$ cat config.mk
export PLATFORM = sky130hd
export DESIGN_NAME = lsu_mem_initiator
export DESIGN_NICKNAME = d
export VERILOG_FILES = /design/src/rtl/lsu_mem_initiator.sv
export SDC_FILE = /design/constraint.sdc
export NUM_CORES = 1
export LEC_CHECK = 0
export CAP_MARGIN = 10
export CORE_MARGIN = 2
export CORE_UTILIZATION = 35
export DETAILED_ROUTE_END_ITERATION = 12
export PLACE_DENSITY = 0.69
export SLEW_MARGIN = 5
export SYNTH_ARGS = -nofsm -noshare
export SYNTH_HDL_FRONTEND = slang
export SYNTH_SLANG_ARGS = --single-unit
$ cat constraint.sdc
create_clock -name clk -period 4.32 [get_ports clk]
set_clock_uncertainty 0.05 [all_clocks]
set_input_delay 1.296 -clock clk [delete_from_list [all_inputs] [get_ports clk]]
set_output_delay 1.296 -clock clk [all_outputs]
set_load 0.05 [all_outputs]
$ cat src/rtl/lsu_mem_initiator.sv
// Load/store initiator between the CPU MEM stage and a req/ack word memory.
// Define MISALIGN_TRAP_EN to fault misaligned word/halfword accesses instead of forcing alignment.
module lsu_mem_initiator #(
    parameter int TIMEOUT_CYCLES = 255
) (
    input  logic        clk,
    input  logic        reset,
    input  logic        cpu_req_valid,
    output logic        cpu_req_ready,
    input  logic [2:0]  cpu_op,
    input  logic [31:0] cpu_addr,
    input  logic [31:0] cpu_wdata,
    input  logic [31:0] cpu_pc,
    output logic        cpu_resp_valid,
    input  logic        cpu_resp_ready,
    output logic [31:0] cpu_rdata,
    output logic        cpu_timeout,
    output logic        cpu_fault,
    output logic        mem_req,
    output logic        mem_we,
    output logic [3:0]  mem_be,
    output logic [31:0] mem_addr,
    output logic [31:0] mem_wdata,
    input  logic        mem_ack,
    input  logic [31:0] mem_rdata
);

    // state | meaning
    // IDLE  | ready for a CPU access
    // ISSUE | mem_req held until ack or timeout
    // RESP  | response held until the CPU consumes it
    typedef enum logic [1:0] {IDLE = 2'd0, ISSUE = 2'd1, RESP = 2'd2} state_t;

    localparam logic [7:0] TO_LAST = 8'(TIMEOUT_CYCLES - 1);

    state_t      state, state_next;
    logic [2:0]  op_q;
    logic [31:0] addr_q, wdata_q, rdata_q, load_data;
    logic        timeout_q, fault_q;
    logic [7:0]  count;
    logic        accept, misaligned, timeout_hit;
    logic [15:0] half_sel;
    logic [7:0]  byte_sel;
    logic        unused_pc;

    // The PC only feeds simulation traces; nothing in the datapath needs it.
    assign unused_pc   = ^cpu_pc;
    assign accept      = cpu_req_valid && cpu_req_ready;
    assign timeout_hit = (count == TO_LAST);

`ifdef MISALIGN_TRAP_EN
    assign misaligned = (((cpu_op == 3'b000) || (cpu_op == 3'b101)) && (cpu_addr[1:0] != 2'b00)) ||
                        (((cpu_op == 3'b001) || (cpu_op == 3'b010) || (cpu_op == 3'b110)) && cpu_addr[0]);
`else
    assign misaligned = 1'b0;
`endif

    always_ff @(posedge clk) begin
        if (reset) state <= IDLE;
        else       state <= state_next;
    end

    always_comb begin
        state_next = state;
        case (state)
            IDLE:    if (accept) state_next = misaligned ? RESP : ISSUE;
            ISSUE:   if (mem_ack || timeout_hit) state_next = RESP;
            RESP:    if (cpu_resp_ready) state_next = IDLE;
            default: state_next = IDLE;
        endcase
    end

    assign half_sel = addr_q[1] ? mem_rdata[31:16] : mem_rdata[15:0];

    always_comb begin
        byte_sel = mem_rdata[7:0];
        case (addr_q[1:0])
            2'd1:    byte_sel = mem_rdata[15:8];
            2'd2:    byte_sel = mem_rdata[23:16];
            2'd3:    byte_sel = mem_rdata[31:24];
            default: byte_sel = mem_rdata[7:0];
        endcase
    end

    // Stores fall through to zero so their response carries rdata = 0.
    always_comb begin
        load_data = 32'd0;
        case (op_q)
            3'b000:  load_data = mem_rdata;
            3'b001:  load_data = {{16{half_sel[15]}}, half_sel};
            3'b010:  load_data = {16'd0, half_sel};
            3'b011:  load_data = {{24{byte_sel[7]}}, byte_sel};
            3'b100:  load_data = {24'd0, byte_sel};
            default: load_data = 32'd0;
        endcase
    end

    always_ff @(posedge clk) begin
        if (reset) begin
            op_q      <= 3'd0;
            addr_q    <= 32'd0;
            wdata_q   <= 32'd0;
            rdata_q   <= 32'd0;
            timeout_q <= 1'b0;
            fault_q   <= 1'b0;
            count     <= 8'd0;
        end else begin
            case (state)
                IDLE: if (accept) begin
                    op_q      <= cpu_op;
                    addr_q    <= cpu_addr;
                    wdata_q   <= cpu_wdata;
                    rdata_q   <= 32'd0;
                    timeout_q <= 1'b0;
                    fault_q   <= misaligned;
                    count     <= 8'd0;
                end
                ISSUE: begin
                    // An ack in the terminal-count cycle takes priority over the timeout.
                    if (mem_ack)          rdata_q   <= load_data;
                    else if (timeout_hit) timeout_q <= 1'b1;
                    else                  count     <= count + 8'd1;
                end
                RESP: if (cpu_resp_ready) begin
                    rdata_q   <= 32'd0;
                    timeout_q <= 1'b0;
                    fault_q   <= 1'b0;
                end
                default: ;
            endcase
        end
    end

    always_comb begin
        cpu_req_ready  = 1'b0;
        cpu_resp_valid = 1'b0;
        cpu_rdata      = 32'd0;
        cpu_timeout    = 1'b0;
        cpu_fault      = 1'b0;
        mem_req        = 1'b0;
        mem_we         = 1'b0;
        mem_be         = 4'b0000;
        mem_addr       = 32'd0;
        mem_wdata      = 32'd0;
        case (state)
            IDLE: cpu_req_ready = !reset;
            ISSUE: begin
                mem_req  = 1'b1;
                mem_we   = op_q[2] && (op_q != 3'b100);
                mem_addr = {addr_q[31:2], 2'b00};
                case (op_q)
                    3'b000, 3'b101: begin
                        mem_be    = 4'b1111;
                        mem_wdata = wdata_q;
                    end
                    3'b001, 3'b010, 3'b110: begin
                        mem_be    = addr_q[1] ? 4'b1100 : 4'b0011;
                        mem_wdata = {2{wdata_q[15:0]}};
                    end
                    default: begin
                        mem_be    = 4'b0001 << addr_q[1:0];
                        mem_wdata = {4{wdata_q[7:0]}};
                    end
                endcase
            end
            RESP: begin
                cpu_resp_valid = 1'b1;
                cpu_rdata      = rdata_q;
                cpu_timeout    = timeout_q;
                cpu_fault      = fault_q;
            end
            default: ;
        endcase
    end

endmodule
==> metrics.yaml <==
routedLengthMet1_mm: 6.90
slew_violations: 0
core.rowCount: 46
root_buffer: "clkbuf_16"
synth.avg_cell_area_sq_um: 8.22
hp-class: "reg -> reg"
cts_max_path_buffers: 2
synth_edf_count: 0
fin_crit_ns: 3.98
ff_latch_area_sq_um: 2200
start_util: 0.354
max_freq_ghz: 0.252
post-place-cells: 1057
p_sw_mw: 0.758
grtUsageTotal: 0.190
top_layer_used: "met4"
switching_share: 0.286
dp_worst_setup_slack_ns: 0.722
dieArea_sq_um: 16900
p_int_mw: 1.89
antennaDiodeCount: 0
async_flop_share: 0
drive_gt1_frac: 0.144
vias: 5279
portBuffers: 206
nets: 990
initialDrtViolationCount: 242
io_pins: 242
power_frac_comb: 0.212
powerDensity_nw_per_um2: 323
cp_data_arrival_time_ns: 2.63
fin_tns_setup_ns: 0
cts_resized: 0
grt_pass1_vias: 4903
dp_hpwl_mm: 11.4
viasPerCell: 4.92
cts_sinks: 110
wire_per_inst_microns: 15.2
yosysUniqueCellTypes: 52
slew_headroom: 0.586
clock_latency_ns: 0.36
worst_setup_path_start_kind: "flip-flop"
fill_cells: 1523
final_util: 0.523
clk_pin_slew_ns: 0.08
htreeDepth: 3
netlist_area_sq_um: 5560
fin_crit_sh: 0.920
maxCapViolCount: 0
synth_seq_cells: 110
cp_max_fo: 12
grt_overflow: 0
clock_power_share: 0.364
crit_path_end_kind: "output pin"
fin_ws_ns: 0.344
met3_length_mm: 1.46
cts_tree: "built"
r2r_slack_ns: 1.87
drc: 0
holdBufCountCts: 0
ant_nets: 0
final_cells: 1073
fp.dieW_microns: 130
status: "finished clean"
wl_met2_mm: 7.70
seqPwrFrac: 0.424
total_leakage_power_nw: 3.12
holdWs_ns: 0.418
area_delta_synth_final_pct: 47.7
rsz0062_at_grt: "false"
setup_viol: 0
ys.flop_type: "dfxtp_1"
multi_input_area_sq_um: 3070
yosysSeqAreaShare: 0.396
gp_congestion: 0.800
grt_max_degree: 138
crit_required_ns: 2.97
ys_warn_count: 0
cts_setup_buffers: 0
wl_mm: 16.3
grt_pass1_wl_mm: 25.2
antenna_found_initial: 0
critPathKind: "reg -> out"
synth_cells: 677
peakVddDrop_uv: 247
final-hold-violation-count: 0
first_pass_iters: 5
cts_buffers: 9
worst_pin_slew_ns: 0.621
core_region_area_sq_um: 15700
fp.dieH_microns: 130
[kinds of logic (layout without fill, tap and decap cells)]
kind of cell / Yosys count / in the layout / synth area share
compound gates: 180 / 180 / 0.208
xor+xnor: 4 / 4 / 0.00630
fa+ha+maj: 2 / 2 / 0.00450
buf+inv: 72 / 250 / 0.0558
flops: 110 / 110 / 0.396
mux: 21 / 21 / 0.0540
other cells: 1 / 3 / 0.000674
simple gates: 287 / 287 / 0.275
[layout by cell type (no fill, tap or decap), types with 4 or more instances in the layout]
cell,count
mux4_2,7
mux2i_1,12
buf_4,56
inv_1,14
clkdlybuf4s50_1,140
o31ai_1,4
nand3_1,10
and2_1,72
nand2b_1,68
dfxtp_1,110
o221ai_1,8
buf_12,22
a221o_2,10
nor3_1,4
a21oi_1,43
nor2_1,11
nand2_1,103
o21ai_0,78
a221o_1,14
a22oi_1,8
clkbuf_16,9
[registers in the layout, indices dropped and copies added (netlist names)]
register	count
addr_q	32
count	8
op_q	3
rdata_q	32
state	2
timeout_q	1
wdata_q	32
[cells in the mapped netlist (3+ instances only)]
| library cell | n | area [sq um] |
|---|---|---|
| o21ai_0 | 78 | 390 |
| buf_4 | 4 | 30.0 |
| a221o_2 | 10 | 113 |
| a21o_1 | 3 | 22.5 |
| o31ai_1 | 4 | 30.0 |
| o221ai_1 | 8 | 70.1 |
| and2_1 | 72 | 450 |
| nor3_1 | 4 | 20.0 |
| nand2_1 | 103 | 387 |
| xor2_1 | 3 | 26.3 |
| nand2b_1 | 68 | 425 |
| a21oi_1 | 43 | 215 |
| a22oi_1 | 8 | 60.1 |
| nor2_1 | 11 | 41.3 |
| mux2i_1 | 12 | 120 |
| mux4_2 | 7 | 158 |
| nand3_1 | 10 | 50.1 |
| a221o_1 | 14 | 140 |
| dfxtp_1 | 110 | 2200 |
| clkbuf_1 | 39 | 146 |
| inv_1 | 14 | 52.6 |
| buf_2 | 8 | 40.0 |
| o211ai_1 | 3 | 22.5 |
| buf_1 | 4 | 15.0 |
[power groups by stage]
stage | Sequential (mW) | Clock [mW] | Combinational [mW]
detailed placement | 1.15 | 0 | 0.565
global route | 1.13 | 1.02 | 0.607
finish | 1.12 | 0.966 | 0.562
floorplan | 1.13 | 0 | 0.340
global placement | 1.15 | 0 | 0.560
CTS | 1.12 | 0.992 | 0.568
[per-layer routing]
metal	up-vias	track usage
li1	2667	-
met1	2411	0.228
met2	185	0.320
met3	16	0.0718
met4	0	0.0531
met5	-	0
[stage by stage]
step / power [mW] / cell area, sq um
2_1_floorplan: 1.47 / 5570
3_3_place_gp: 1.71 / 7870
3_5_place_dp: 1.71 / 7870
4_1_cts: 2.68 / 8210
5_1_grt: 2.76 / 8210
6_report: 2.65 / 8210
[critical path: stages (launching register included)]
cell,delay [ns]
dfxtp_1,0.59
mux2_2,0.50
a21o_1,0.21
a21oi_1,0.14
clkdlybuf4s50_1,0.84
[final cells by class]
type / count / share of cell area
Tap cell: 216 / 0.0329
Timing Repair Buffer: 219 / 0.276
Clock buffer: 9 / 0.0274
Inverter: 15 / 0.00685
Clock inverter: 7 / 0.0148
Multi-Input combinational cell: 497 / 0.374
Sequential cell: 110 / 0.268
[path summary, 6_finish.rpt]
check	from	end	depth (start not counted)
worst min-delay path	addr_q[30]	addr_q[30]	2
worst max-delay path	op_q[1]	mem_be[1]	4
worst max register to register	state[0]	count[7]	6
worst min register to register	addr_q[30]	addr_q[30]	2
(Power assumes the default switching activity.)
==> patch 1: new RTL, same settings <==
Add a define of `MISALIGN_TRAP_EN`.
--- a/src/rtl/lsu_mem_initiator.sv
+++ b/src/rtl/lsu_mem_initiator.sv
@@ -1,4 +1,6 @@
 // Load/store initiator between the CPU MEM stage and a req/ack word memory.
 // Define MISALIGN_TRAP_EN to fault misaligned word/halfword accesses instead of forcing alignment.
+`define MISALIGN_TRAP_EN
+
 module lsu_mem_initiator #(
     parameter int TIMEOUT_CYCLES = 255
Function: changed (Yosys sat finds a counterexample within 4 cycles, from zero or initial values and one cycle with reset high).
==> patch 1 against the original RTL <==
  * Utilization rose by 1.7 points
  * Critical endpoint is now mem_wdata[29]
  * Routed wire length rose by 7.0%
  * Combinational power grew 6.2%
  * Power is 2.2% lower
  * Sequential cell count rose by 1
  * Largest cell class unchanged
  * Largest power group unchanged
  * Synthesized area increased by 0.88%
  * Worst setup slack gained 0.44 ns
  * Critical path depth up 1
  * Cell area is 3.7% higher
==> patch 1: results (changes against the original RTL) <==
- DR WL/cell: 16.1 µm (was 15.2 µm)
- Nets: 1,004 (was 990)
- CP startpoint: op_q[0] (was op_q[1])
- Worst-case reg-to-reg path depth: 5 (was 6)
- GP Congestion: 0.803 (was 0.800)
- Post-placement cell area: 8220 µm² (was 7870 µm²)
- Met1 usage: 24.7% (was 22.8%)
- Global-route wire length before repair: 27,200 µm (was 25,200 µm)
- Seq/Total Area, Yosys: 39.6% (about the same)
- 1st-pass router iterations: 4 (was 5)
- Ranking of synthesized cells by area: dfxtp_1, nand2_1, and2_1, o21ai_0, a221o_1 (was dfxtp_1, and2_1, nand2b_1, o21ai_0, nand2_1)
- Final hold slack: 0.400 ns (was 0.418 ns)
- Synth Area in Compound Gates: 20.7% (was 20.8%)
- M3 GR Usage: 9.45% (was 7.18%)
- CP max FO: 20 (was 12)
- Vias in the first global route: 5,092 (was 4,903)
- Pin count of the biggest net entering global routing: 74 (was 138)
- Highest ir drop seen on vdd: 0.179 mV (was 0.247 mV)
- # fillers: 1,481 (was 1,523)
- Hold path depth: 1 (was 2)
- Crit path capture: mem_wdata[29] (was mem_be[1])
- Post-placement worst setup slack: 0.842 ns (was 0.722 ns)
- Minimum clock period: 3.54 ns (was 3.98 ns)
- WL final: 17,500 µm (was 16,300 µm)
- Synth Area in Adders: 0.446% (was 0.450%)
- N_diodes: 0 (unchanged)
- GRT met2 Usage: 32.3% (was 32.0%)
- Layout cell share with drive strength beyond 1: 17.5% (was 14.4%)
- Detail Placement HPWL: 12,400 µm (was 11,400 µm)
- Starting DRT DRC Count: 329 (was 242)
- R2R Path End: count[5] (was count[7])
- Worst r2r src: state[1] (was state[0])
- R2R setup slack: 2.04 ns (was 1.87 ns)
- Commonest cells in the netlist: nand2_1, dfxtp_1, o21ai_0 (was dfxtp_1, nand2_1, o21ai_0)
- Post-Synth XOR/XNOR Area: 0.156% (was 0.630%)
- Outcome: completed (unchanged)
- Hold Startpoint: rdata_q[9] (was addr_q[30])
- Syn avg cell area: 8.10 µm² (was 8.22 µm²)
- Number of cells after detailed placement: 1,071 (was 1,057)
- Multiplexer area fraction after synthesis: 5.95% (was 5.40%)
- PortBufs: 207 (was 206)
- Arrival @ worst endpoint: 2.19 ns (was 2.63 ns)
- Leakage: 3.37 nW (was 3.12 nW)
- Initial antenna violation count: 0 (unchanged)
- Global Route Usage Sum: 20.5% (was 19.0%)
- Detailed-route vias per instance: 5.07 (was 4.92)
## patch 1: changes by cell type in the layout (fill, tap and decap cells not counted), sizes merged, moves of 4 or more
| cell | delta |
|---|---|
| a21o | +8 |
| nand2 | +38 |
| o21ai | +8 |
| nand2b | -34 |
| clkbuf | +4 |
| clkdlybuf4s50 | -38 |
| inv | -9 |
| buf | +38 |
| o221ai | -8 |
## patch 1: kinds of logic (layout without fill, tap and decap cells)
kind of cell | count (synthesis) | in the layout
adders and majority gates | 2 | 2
muxes | 22 | 22
and+or+nand+nor | 301 | 301
xor gates and xnor gates | 1 | 1
DFF | 111 | 111
AOI/OAI and AO/OA | 190 | 190
buffers and inverters | 65 | 242
other | 1 | 2
## patch 1: layout make-up
cell class / instances / area (µm²) / area share, %
Tap cell: 216 / 270 / 3.17
Multi-Input combinational cell: 518 / 3110 / 36.5
Timing Repair Buffer: 219 / 2600 / 30.5
Clock inverter: 3 / 26.3 / 0.308
Clock buffer: 13 / 270 / 3.17
Inverter: 7 / 26.3 / 0.308
Sequential cell: 111 / 2220 / 26.1
## patch 1: critical path, cell delays in order, from the launching register on
cell and delay, ns:
dfxtp_1 0.55, xor2_1 0.21, or2_2 0.39, nand3_1 0.16
a21oi_1 0.33, buf_12 0.19
## patch 1: layer usage
metal / wire, µm / part of all wire (%) / vias up
met3: 1980 / 11 / 20
met5: 0 / 0 / -
met4: 329 / 1.9 / 0
met2: 7920 / 45 / 204
met1: 7260 / 42 / 2556
li1: - / - / 2735
## patch 1: power breakdown
| part | switching [W] | internal [W] | total (W) |
|---|---|---|---|
| logic | 0.000333 | 0.000264 | 0.000597 |
| registers | 0.0000587 | 0.00109 | 0.00115 |
| clock network | 0.000400 | 0.000443 | 0.000843 |
| total | 0.000791 | 0.00180 | 0.00259 |
==> patch 2: new RTL, same settings <==
Without the edit above. Reset style: asynchronous (`reset`), changed in 2 clocked blocks.
--- a/src/rtl/lsu_mem_initiator.sv
+++ b/src/rtl/lsu_mem_initiator.sv
@@ -56,5 +56,5 @@
 `endif
 
-    always_ff @(posedge clk) begin
+    always_ff @(posedge clk or posedge reset) begin
         if (reset) state <= IDLE;
         else       state <= state_next;
@@ -96,5 +96,5 @@
     end
 
-    always_ff @(posedge clk) begin
+    always_ff @(posedge clk or posedge reset) begin
         if (reset) begin
             op_q      <= 3'd0;
Function: differs if reset is asserted again (counterexample within 4 cycles, from zero or initial values and one cycle with reset high); with reset held inactive, the same outputs for 4 cycles.
==> patch 2 against the original RTL <==
  * Critical endpoint is now mem_wdata[20]
  * Cell area is 14% higher
  * First-iteration DRC count rose by 54%
  * Synthesized area up 10%
  * Utilization grew 1.9 points
  * Routed wire length is 17% higher
  * Worst setup slack better by 0.010 ns
  * Maximum frequency is 0.26% higher
  * Sequential cell count unchanged
Power is not compared: it rests on default switching activity, and its combinational part moved more than twofold at a synthesized area within 25%.
==> patch 2: results (changes against the original RTL) <==
- CP max FO: 16 (was 12)
- H-tree depth: 3 (unchanged)
- Pin count of the biggest net entering global routing: 111 (was 138)
- Post-CTS Resized: 0 (unchanged)
- Post-placement cell area: 9050 µm² (was 7870 µm²)
- M3 GR Usage: 8.09% (was 7.18%)
- Detail Placement HPWL: 13,400 µm (was 11,400 µm)
- Ranking of synthesized cells by area: dfrtp_1, nand2_1, and2_1, mux2i_1, a221o_1 (was dfxtp_1, and2_1, nand2b_1, o21ai_0, nand2_1)
- Worst r2r src: op_q[1] (was state[0])
- Vias in the first global route: 5,595 (was 4,903)
- Max Used Layer: met5 (was met4)
- Met1 wire length: 7860 µm (was 6900 µm)
- Nets: 1,023 (was 990)
- Met2 WL: 9050 µm (was 7700 µm)
- WL final: 19,200 µm (was 16,300 µm)
- Seq/Total Area, Yosys: 44.9% (was 39.6%)
- Global-route wire length before repair: 30,500 µm (was 25,200 µm)
- Routed wl met3: 1940 µm (was 1460 µm)
- Layout cell share with drive strength beyond 1: 13.5% (was 14.4%)
- N_diodes: 0 (unchanged)
- Commonest cells in the netlist: nand2_1, dfrtp_1, and2_1 (was dfxtp_1, nand2_1, o21ai_0)
- Max-Slew Margin vs Limit: 18.0% (was 58.6%)
- Synth cell types: 52 (unchanged)
- Starting DRT DRC Count: 373 (was 242)
- Arrival @ worst endpoint: 2.62 ns (was 2.63 ns)
- Detailed-route vias per instance: 5.16 (was 4.92)
- Hold Startpoint: addr_q[29] (was addr_q[30])
- Fraction of registers with async set/reset: 100% (was 0%)
- Outcome: completed (unchanged)
- Clock transition at path regs: 0.07 ns
- Post-CTS Setup Inserts: 0 (unchanged)
- Global Route Usage Sum: 21.1% (was 19.0%)
- Post-Synthesis Cells: 705 (was 677)
- GRT met2 Usage: 33.1% (was 32.0%)
- Met1 usage: 27.4% (was 22.8%)
- CP startpoint: op_q[0] (was op_q[1])
- GP Congestion: 0.833 (was 0.800)
- Number of cells after detailed placement: 1,099 (was 1,057)
- Initial antenna violation count: 1 (was 0)
- Largest regs: addr_q x32, rdata_q x32, wdata_q x32 (unchanged)
- Vias post-DR: 5,749 (was 5,279)
- P_sw: 0.00194 W
- Post-placement worst setup slack: 0.596 ns (was 0.722 ns)
## patch 2: changes by cell type after synthesis, sizes merged, moves of 8 or more
cell,change
nor2,+28
nand2b,-65
dfrtp,+110
o221ai,-8
nand2,+96
mux2i,+12
dfxtp,-110
o22ai,+8
a21oi,-17
o21ai,-48
## patch 2: critical path, cell delays in order, from the launching register on
cell and delay [ns]:
dfrtp_1 0.57, or2_2 0.50, a21oi_2 0.63, mux2i_1 0.16
nor2_1 0.24, buf_12 0.17
## patch 2: final cells by class
class                      instances  area [µm²]
inverter                          13        52.6
timing repair buffer             220        2850
tap                              225         282
fill                            1556        7890
clock inverter                     6        70.1
multi-input combinational        531        3120
clock buffer                       9         225
sequential                       110        2750
## patch 2: final timing paths
kind,slack [ns],cells after the start,endpoint
max,0.35,5,mem_wdata[20]
min,0.42,2,addr_q[29]
max reg2reg,1.72,5,rdata_q[28]
min reg2reg,0.42,2,addr_q[29]
max in group asynchronous,2.14,3,addr_q[4]
min in group asynchronous,1.61,3,count[0]
## patch 2: power by group through the flow
stage	Sequential (W)	Combinational [W]	Clock, W
2_1_floorplan	0.00149	0.00148	0
3_3_place_gp	0.00160	0.00227	0
3_5_place_dp	0.00162	0.00230	0
4_1_cts	0.00160	0.00231	0.000879
5_1_grt	0.00165	0.00247	0.000918
6_report	0.00160	0.00229	0.000850
## patch 2: cells by family (layout without fill, tap and decap cells)
family / after synthesis / in the layout / share of synthesized area, %
AOI/OAI and AO/OA: 124 / 124 / 14.1
muxes: 33 / 33 / 7.22
adders and majority gates: 5 / 5 / 0.897
xor gates and xnor gates: 1 / 1 / 0.143
DFF: 110 / 110 / 44.9
other: 1 / 3 / 0.0611
and+or+nand+nor: 365 / 365 / 28.1
buffers and inverters: 66 / 248 / 4.61
